### src/rtl/serial_tx_controller.sv
// serial_tx_controller: byte FIFO feeding an 8N1 UART transmitter (LSB first).
// Status (count, full, busy, overflow) and the line itself come straight from
// registers, so nothing on the outputs depends combinationally on serialWE.
//
// state | meaning
// IDLE  | line high, waiting for a queued byte
// START | start bit (low) for CLKS_PER_BIT cycles
// DATA  | shifting data bits, CLKS_PER_BIT cycles per bit
// STOP  | stop bit (high); last cycle may pop the next byte for a back-to-back frame
module serial_tx_controller #(
  parameter int DEPTH        = 16,
  parameter int CLKS_PER_BIT = 868,
  parameter int DATA_WIDTH   = 8
) (
  input  logic                         clk,
  input  logic                         rst,
  input  logic                         serialWE,
  input  logic [DATA_WIDTH-1:0]        serialWriteData,
  input  logic                         clearOverflow,
  output logic [$clog2(DEPTH+1)-1:0]   fifoCount,
  output logic                         fifoFull,
  output logic                         txBusy,
  output logic                         overflow,
  output logic                         txd
);

  localparam int PW = $clog2(DEPTH);
  localparam int CW = $clog2(DEPTH+1);
  localparam int KW = (CLKS_PER_BIT > 1) ? $clog2(CLKS_PER_BIT) : 1;
  localparam int BW = (DATA_WIDTH > 1) ? $clog2(DATA_WIDTH) : 1;

  typedef enum logic [1:0] {IDLE, START, DATA, STOP} state_t;

  state_t                r_state, w_state_nxt;
  logic [KW-1:0]         r_baud, w_baud_nxt;
  logic [BW-1:0]         r_bit, w_bit_nxt;
  logic [DATA_WIDTH-1:0] r_shift, w_shift_nxt;
  logic                  r_txd, w_txd_nxt;
  logic [PW-1:0]         r_wr_ptr, r_rd_ptr;
  logic [CW-1:0]         r_count;
  logic                  r_overflow;
  logic [DATA_WIDTH-1:0] r_mem [DEPTH];

  logic w_pop, w_push, w_drop, w_full, w_baud_last, w_have_data;

  assign w_full      = (r_count == CW'(DEPTH));
  assign w_have_data = (r_count != '0);
  assign w_baud_last = (r_baud == KW'(CLKS_PER_BIT-1));
  // A pop in the same cycle frees a slot, so a write to a full FIFO still lands.
  assign w_push      = serialWE && (!w_full || w_pop);
  assign w_drop      = serialWE && w_full && !w_pop;

  assign fifoCount = r_count;
  assign fifoFull  = w_full;
  assign txBusy    = (r_state != IDLE);
  assign overflow  = r_overflow;
  assign txd       = r_txd;

  // Next-state, baud/bit counters, pop decision and the registered line value.
  always_comb begin
    w_state_nxt = r_state;
    w_baud_nxt  = r_baud + KW'(1);
    w_bit_nxt   = r_bit;
    w_shift_nxt = r_shift;
    w_pop       = 1'b0;
    case (r_state)
      IDLE: begin
        w_baud_nxt = '0;
        if (w_have_data) begin
          w_pop       = 1'b1;
          w_state_nxt = START;
        end
      end
      START: begin
        if (w_baud_last) begin
          w_baud_nxt  = '0;
          w_bit_nxt   = '0;
          w_state_nxt = DATA;
        end
      end
      DATA: begin
        if (w_baud_last) begin
          w_baud_nxt = '0;
          if (r_bit == BW'(DATA_WIDTH-1)) w_state_nxt = STOP;
          else                            w_bit_nxt   = r_bit + BW'(1);
        end
      end
      STOP: begin
        if (w_baud_last) begin
          w_baud_nxt = '0;
          if (w_have_data) begin
            w_pop       = 1'b1;
            w_state_nxt = START;
          end else begin
            w_state_nxt = IDLE;
          end
        end
      end
      default: w_state_nxt = IDLE;
    endcase
    if (w_pop) w_shift_nxt = r_mem[r_rd_ptr];
    case (w_state_nxt)
      START:   w_txd_nxt = 1'b0;
      DATA:    w_txd_nxt = w_shift_nxt[w_bit_nxt];
      default: w_txd_nxt = 1'b1;
    endcase
  end

  // Transmitter state register; reset aborts any frame and forces the line high.
  always_ff @(posedge clk or negedge rst) begin
    if (!rst) begin
      r_state <= IDLE;
      r_baud  <= '0;
      r_bit   <= '0;
      r_shift <= '0;
      r_txd   <= 1'b1;
    end else begin
      r_state <= w_state_nxt;
      r_baud  <= w_baud_nxt;
      r_bit   <= w_bit_nxt;
      r_shift <= w_shift_nxt;
      r_txd   <= w_txd_nxt;
    end
  end

  // FIFO pointers, occupancy and sticky overflow (a drop beats a clear).
  always_ff @(posedge clk or negedge rst) begin
    if (!rst) begin
      r_wr_ptr   <= '0;
      r_rd_ptr   <= '0;
      r_count    <= '0;
      r_overflow <= 1'b0;
    end else begin
      if (w_push) r_wr_ptr <= r_wr_ptr + PW'(1);
      if (w_pop)  r_rd_ptr <= r_rd_ptr + PW'(1);
      case ({w_push, w_pop})
        2'b10:   r_count <= r_count + CW'(1);
        2'b01:   r_count <= r_count - CW'(1);
        default: r_count <= r_count;
      endcase
      if (w_drop)             r_overflow <= 1'b1;
      else if (clearOverflow) r_overflow <= 1'b0;
    end
  end

  // FIFO storage; contents need no reset since the pointers define validity.
  always_ff @(posedge clk) begin
    if (w_push) r_mem[r_wr_ptr] <= serialWriteData;
  end

endmodule

### config.mk
export PLATFORM = sky130hd
export DESIGN_NAME = serial_tx_controller
export DESIGN_NICKNAME = d
export VERILOG_FILES = /design/src/rtl/serial_tx_controller.sv
export SDC_FILE = /design/constraint.sdc
export NUM_CORES = 1
export LEC_CHECK = 0
export CAP_MARGIN = 10
export CORE_ASPECT_RATIO = 1.25
export CORE_UTILIZATION = 42
export CTS_BUF_LIST = sky130_fd_sc_hd__clkbuf_8
export CTS_CLUSTER_DIAMETER = 40
export DETAILED_ROUTE_END_ITERATION = 16
export SLEW_MARGIN = 0
export SYNTH_ARGS = -nofsm -noshare
export SYNTH_HDL_FRONTEND = slang
export SYNTH_SLANG_ARGS = --single-unit
### constraint.sdc
create_clock -name clk -period 3.2 [get_ports clk]
set_input_delay 0.64 -clock clk [delete_from_list [all_inputs] [get_ports clk]]
set_output_delay 0.64 -clock clk [all_outputs]
set_load 0.02 [all_outputs]
==> results of run 1 <==
## metrics by stage
| stage | util (%) | std cells |
|---|---|---|
| after CTS | 48.4 | 695 |
| after global routing | 48.4 | 695 |
| after detailed placement | 46.5 | 664 |
| final | 48.4 | 695 |
| after floorplan | - | 421 |
| after global placement | 46.5 | 664 |
## synthesized netlist by cell type, types with 3 or more instances
cell      number  area [µm²]
and2_1         3        18.8
nor2b_1        6        37.5
xor2_1         8        70.1
ha_1          13         163
nand3_1        7        35.0
nor3_1         5        25.0
dfrtp_1       37         926
a22oi_1       15         113
a32oi_1        4        35.0
mux4_2        28         631
buf_1          3        11.3
a31oi_1        4        25.0
edfxtp_1     128        3840
xnor2_1       11        96.3
inv_1         12        45.0
nand4_1        3        18.8
a21o_1         4        30.0
a21oi_1        5        25.0
nand2_1       28         105
and3_1         3        18.8
nor2_1        32         120
o21ai_0        7        35.0
mux4_1         4         105
buf_2          7        35.0
nor4_1         3        18.8
## report_power, final
| part | internal, mW | switching, mW |
|---|---|---|
| clock network | 0.522 | 0.744 |
| registers | 2.55 | 0.134 |
| logic | 0.263 | 0.347 |
## registers in the layout, indices dropped and copies added, names as in the netlist
| register | cells |
|---|---|
| r_bit | 3 |
| r_wr_ptr | 4 |
| overflow | 1 |
| fifoCount | 5 |
| r_state | 2 |
| r_baud | 10 |
| txd | 1 |
| r_rd_ptr | 4 |
| r_mem | 128 |
| r_shift | 8 |
## cells in the final DEF, fill, tap and decap left out, types with 5 or more instances in the layout
cell             synthesis  routed
a21oi_1                  5       5
a22oi_1                 15      15
buf_4                    1      21
clkbuf_8                 0      17
clkdlybuf4s50_1          0      19
dfrtp_1                 37      36
edfxtp_1               128     128
ha_1                    13      13
inv_1                   12      14
mux4_2                  28      28
nand2_1                 28      28
nand3_1                  7       7
nor2_1                  32      32
nor2b_1                  6       6
nor3_1                   5       5
o21ai_0                  7       7
xnor2_1                 11      11
xor2_1                   8       8
## how the worst max path moves through the flow
stage | depth (start not counted) | startpoint | slack, ns | to
floorplan | 8 | r_baud[0] | 0.44 | r_mem[3][0]
global placement | 8 | r_rd_ptr[0] | 0.55 | txd
detailed placement | 8 | r_rd_ptr[0] | 0.55 | txd
CTS | 4 | fifoCount[1] | 0.22 | fifoFull
global route | 4 | fifoCount[1] | 0.15 | fifoFull
finish | 4 | fifoCount[1] | 0.28 | fifoFull
## worst max-delay path: stages (launching register included)
cell,delay (ns)
dfrtp_1,0.47
nor4_2,0.43
nand2_1,0.16
inv_1,0.14
clkdlybuf4s50_1,0.62
## cell type report
class / count / area, µm² / share of cell area, %
Sequential cell: 166 / 4800 / 60.9
Multi-Input combinational cell: 227 / 2050 / 26.1
Timing Repair Buffer: 43 / 393 / 4.99
Tap cell: 216 / 270 / 3.43
Clock buffer: 17 / 234 / 2.97
Clock inverter: 14 / 86.3 / 1.10
Inverter: 12 / 45.0 / 0.572
## metal layers
metal	up-vias	GRT usage, %	share of wire (%)
li1	1723	-	-
met1	1906	22.0	43
met4	0	6.67	2.2
met5	-	0	0
met3	18	3.63	2.4
met2	54	29.6	52
## kinds of logic (layout without fill, tap and decap cells)
group / Yosys count / after routing / share of synthesized area (%)
fa+ha+maj: 13 / 13 / 2.32
mux: 37 / 37 / 11.4
compound gates: 56 / 56 / 5.95
flops: 166 / 166 / 68.5
buf+inv: 28 / 86 / 2.13
simple gates: 102 / 102 / 7.29
xor+xnor: 19 / 19 / 2.38
==> summary.md, run 1 <==
| Metric | Value |
|---|---|
| Clk_lat worst skew | `roughly 0.46 ns` |
| Via count | `around 3,700` |
| Layout cells sized above 1 | `roughly a fifth` |
| First drt pass iteration count | `4` |
| HP Class | `in -> async` |
| P per Cell Area | `approximately 580 nW/µm²` |
| Setup Buffers After CTS | `0` |
| Max_slew headroom | `43.1%` |
| Hold Slack | `between 0.2 and 0.3 ns` |
| Critical Path Start Type | `flip-flop` |
| Starting DRT DRC Count | `between 300 and 400` |
| WL/cell | `just under 20 µm` |
| Internal reg-to-reg setup slack | `roughly 0.56 ns` |
| Final worst slack | `roughly 0.28 ns` |
| Post-synth EDFFs | `128` |
| Core area | `16,300 µm²` |
| First-pass GRT wire length | `between 20 and 25 mm` |
| Worst Path Arrival | `2.28 ns` |
| Worst Setup End Kind | `primary output` |
| Die height | `between 100 and 150 µm` |
| Fin. max-slew vios | `0` |
| Yosys warning count | `0` |
| Clock buffer depth | `2` |
| Hold buffers post-CTS | `0` |
| Run status | `finished clean` |
| Seq cells post-synth | `about 170` |
| CTS tree | `built` |
| Largest net degree at the start of global routing | `39` |
| Placed Area | `7560 µm²` |
| Synth cell types | `56` |
| # rows | `52` |
| CP Class | `reg -> out` |
| Sequential-to-total area share from yosys stat | `68.5%` |
| Reg2Reg Launch Point | `r_rd_ptr[0]` |
| Final setup viols | `0` |
| Fmax | `0.342 GHz` |
| IO Pins | `21` |
| Wirelength, routed | `around 14 mm` |
| Setup TNS Final | `0 ns` |
| Post-synthesis async set-or-reset flop share | `between 20% and 30%` |
| Gr usage total | `around 17%` |
| Worst Tran Pin Value | `around 0.85 ns` |
| Synthesized cell area | `7000 µm²` |
| Vias/cell | `around 5.3` |
| Max Fanout on Critical Path | `7` |
| Resized cells post-CTS | `0` |
| Initial antenna violation count | `0` |
| Area grow syn2layout | `12.6%` |
| I/O Buffers | `20` |
| Die area | `17,200 µm²` |
| Required time of the critical path | `2.56 ns` |
| Final hold vios | `0` |
| Vias in the first global route | `3,939` |
| Reg2Reg Depth | `8` |
| Grt ovf | `0` |
| Clock-pin slew on the worst setup and hold paths | `about 0.09 ns` |
| Top_reg_cell synth | `edfxtp_1` |
| Die Wd | `117 µm` |
| Total CTS buffers | `17` |
| Overall Power | `approximately 4.6 mW` |
| Crit path time final | `roughly 2.9 ns` |
| RSZ-0062 raised after global routing | `false` |
| Diode count | `0` |
| DR DRC count | `0` |
| RR Endpoint | `txd` |
| Period utilization | `91.3%` |
| Root buffer cell | `clkbuf_8` |
| H-tree levels | `4` |
| Finished Cell Area | `7880 µm²` |
| P_leak | `2.82 nW` |
| Remaining antenna violation count | `0` |
| Worst slack at placement | `~0.55 ns` |
| Worst VDD drop | `about 0.26 mV` |
| Final #Nets | `between 400 and 500` |
| Post-Synthesis Mean Instance Area | `roughly 17 µm²` |
| Layout fillers | `~1,400` |
| Mapped Cells | `421` |
| Maxcap violations | `0` |
| DP Wirelength | `~9.5 mm` |
| CTS Sinks | `around 170` |
| Clk_skew | `approximately 0.017 ns` |
| GP Congestion | `0.781` |
| Mapped Nets | `between 400 and 500` |
| Initial core utilization | `between 40 and 50%` |
Note: power is estimated with default switching activity, not from simulation.
==> run 2, diff against run 1 <==
Settings changed: ABC_AREA set to 0, CORE_MARGIN set to 2.
Clock period 3.2 ns to 3.11 ns, I/O delays scaled along.
==> summary.md, run 2 (synthesis gave the netlist of run 1 again) <==
| Metric | Value |
|---|---|
| Final #Nets | `493` |
| Vias in the first global route | `approximately 3,800` |
| Setup TNS Final | `0 ns` |
| Post-Place Cells | `665` |
| # rows | `52` |
| Critical Path Start Type | `flip-flop` |
| Gr usage total | `16.5%` |
| Setup Buffers After CTS | `0` |
| GP Congestion | `approximately 0.80` |
| Initial core utilization | `43.0%` |
| Layout fillers | `1,376` |
| P per Cell Area | `between 600 and 700 nW/µm²` |
| Worst VDD drop | `a little under 0.4 mV` |
| Clk_skew | `between 0.008 and 0.009 ns` |
| Worst Setup End Kind | `primary output` |
| Final setup viols | `0` |
| Crit path time final | `about 2.9 ns` |
| Hold buffers post-CTS | `0` |
| Bufs and invs on worst path | `2` |
| Period utilization | `a little over nine tenths` |
| Largest Register | `r_mem` |
| Remaining antenna violation count | `0` |
| Worst slack at placement | `0.562 ns` |
| Clock buffer depth | `2` |
| Max Fanout on Critical Path | `7` |
| IO Pins | `21` |
| Wirelength, routed | `between 10 and 15 mm` |
| Maxcap violations | `0` |
| Fmax | `roughly 0.34 GHz` |
| Die Wd | `around 120 µm` |
| Reg2Reg Depth | `9` |
| First drt pass iteration count | `5` |
| Grt ovf | `0` |
| Commonest non-fill, non-tap cells in the layout | `edfxtp_1, dfrtp_1, nor2_1` |
| Register area | `roughly 4800 µm²` |
| Die area | `17,700 µm²` |
| Worst Path Arrival | `about 2.3 ns` |
| Worst path cell trace | `nor4_2 > nand2_1 > inv_1 > clkdlybuf4s50_1` |
| Vias/cell | `5.32` |
| Area grow syn2layout | `14.3%` |
| Area of the multi-input gates | `2050 µm²` |
| Clk_lat worst skew | `roughly 0.45 ns` |
| H-tree levels | `4` |
| CTS Sinks | `~170` |
| Fin. max-slew vios | `0` |
| CP Class | `reg -> out` |
| CTS tree | `built` |
| Initial antenna violation count | `0` |
| WL/cell | `about 20 µm` |
| RR Endpoint | `txd` |
| Final hold vios | `0` |
| Internal reg-to-reg setup slack | `0.51 ns` |
| Resized cells post-CTS | `0` |
| Crit path max-delay family | `buffers and inverters` |
| Root buffer cell | `clkbuf_8` |
| DR DRC count | `0` |
| Final worst slack | `0.162 ns` |
| Reg2Reg Launch Point | `r_state[0]` |
| Top flop regs | `r_mem x128, r_baud x10, r_shift x8` |
| DP Wirelength | `about 9.2 mm` |
| Max reg flops | `approximately 130` |
| Run status | `finished clean` |
| Max_slew headroom | `a little over two fifths` |
| Total CTS buffers | `17` |
| Required time of the critical path | `around 2.5 ns` |
| First-pass GRT wire length | `between 20 and 25 mm` |
| Starting DRT DRC Count | `roughly 280` |
| Worst Tran Pin Value | `0.856 ns` |
| I/O Buffers | `20` |
| Finished Layout Cells | `roughly 700` |
| Core area | `16,300 µm²` |
| Max incr delay on CP | `about 0.62 ns` |
| Diode count | `0` |
| Slowest CP cell | `clkdlybuf4s50_1` |
| Clock-pin slew on the worst setup and hold paths | `0.09 ns` |
| Die height | `between 100 and 150 µm` |
| HP Class | `in -> async` |
| RSZ-0062 raised after global routing | `false` |
| Layout cells sized above 1 | `roughly a fifth` |
| P_leak | `2.88 nW` |
| Crit. path cell count | `4` |
| Largest net degree at the start of global routing | `39` |
| Via count | `between 3,000 and 4,000` |
| Most common cell after layout, fill and taps aside | `edfxtp_1` |
[run 2: cell count changes in the layout (fill, tap and decap cells not counted), sizes merged]
cell / delta
inv: -1
clkinvlp: -2
bufinv: +4
buf: +1
clkinv: -1
[run 2: worst max-delay path by stage]
stage | from | endpoint
after floorplan | r_baud[0] | r_mem[3][0]
after global placement | r_baud[0] | r_mem[3][7]
after detailed placement | r_state[0] | txd
after CTS | fifoCount[1] | fifoFull
after global routing | fifoCount[1] | fifoFull
final | fifoCount[1] | fifoFull
[run 2: routing by layer]
layer  track usage (%)  share of wire (%)  vias up
met5                 0                  0        -
met4              6.47                2.1        0
met3              3.37                2.9       19
met2              28.9                 54       76
met1              19.9                 41     1885
li1                  -                  -     1726
[run 2: power by group]
| group | internal [mW] | switching, mW | leakage [nW] | total (mW) |
|---|---|---|---|---|
| clock network | 0.883 | 0.795 | 0.218 | 1.68 |
| registers | 2.62 | 0.134 | 1.62 | 2.76 |
| logic | 0.273 | 0.353 | 1.04 | 0.627 |
[run 2: per-stage QoR]
stage               power [mW]  util [%]  hold slack (ns)  cell area (µm²)
floorplan                 3.14         -            0.326             7000
global placement          3.42      46.5            0.462             7570
detailed placement        3.44      46.5            0.465             7570
CTS                       5.12      49.2            0.279             8000
global route              5.27      49.2            0.321             8000
finish                    5.06      49.2            0.272             8000
[run 2: layout make-up]
cell class	instances	share of cell area, %
clock buffers	17	2.92
clock inverters	14	2.50
inverters	12	0.563
multi-input cells	227	25.7
flip-flops and latches	166	60.0
well taps	216	3.38
repair buffers	44	5.00
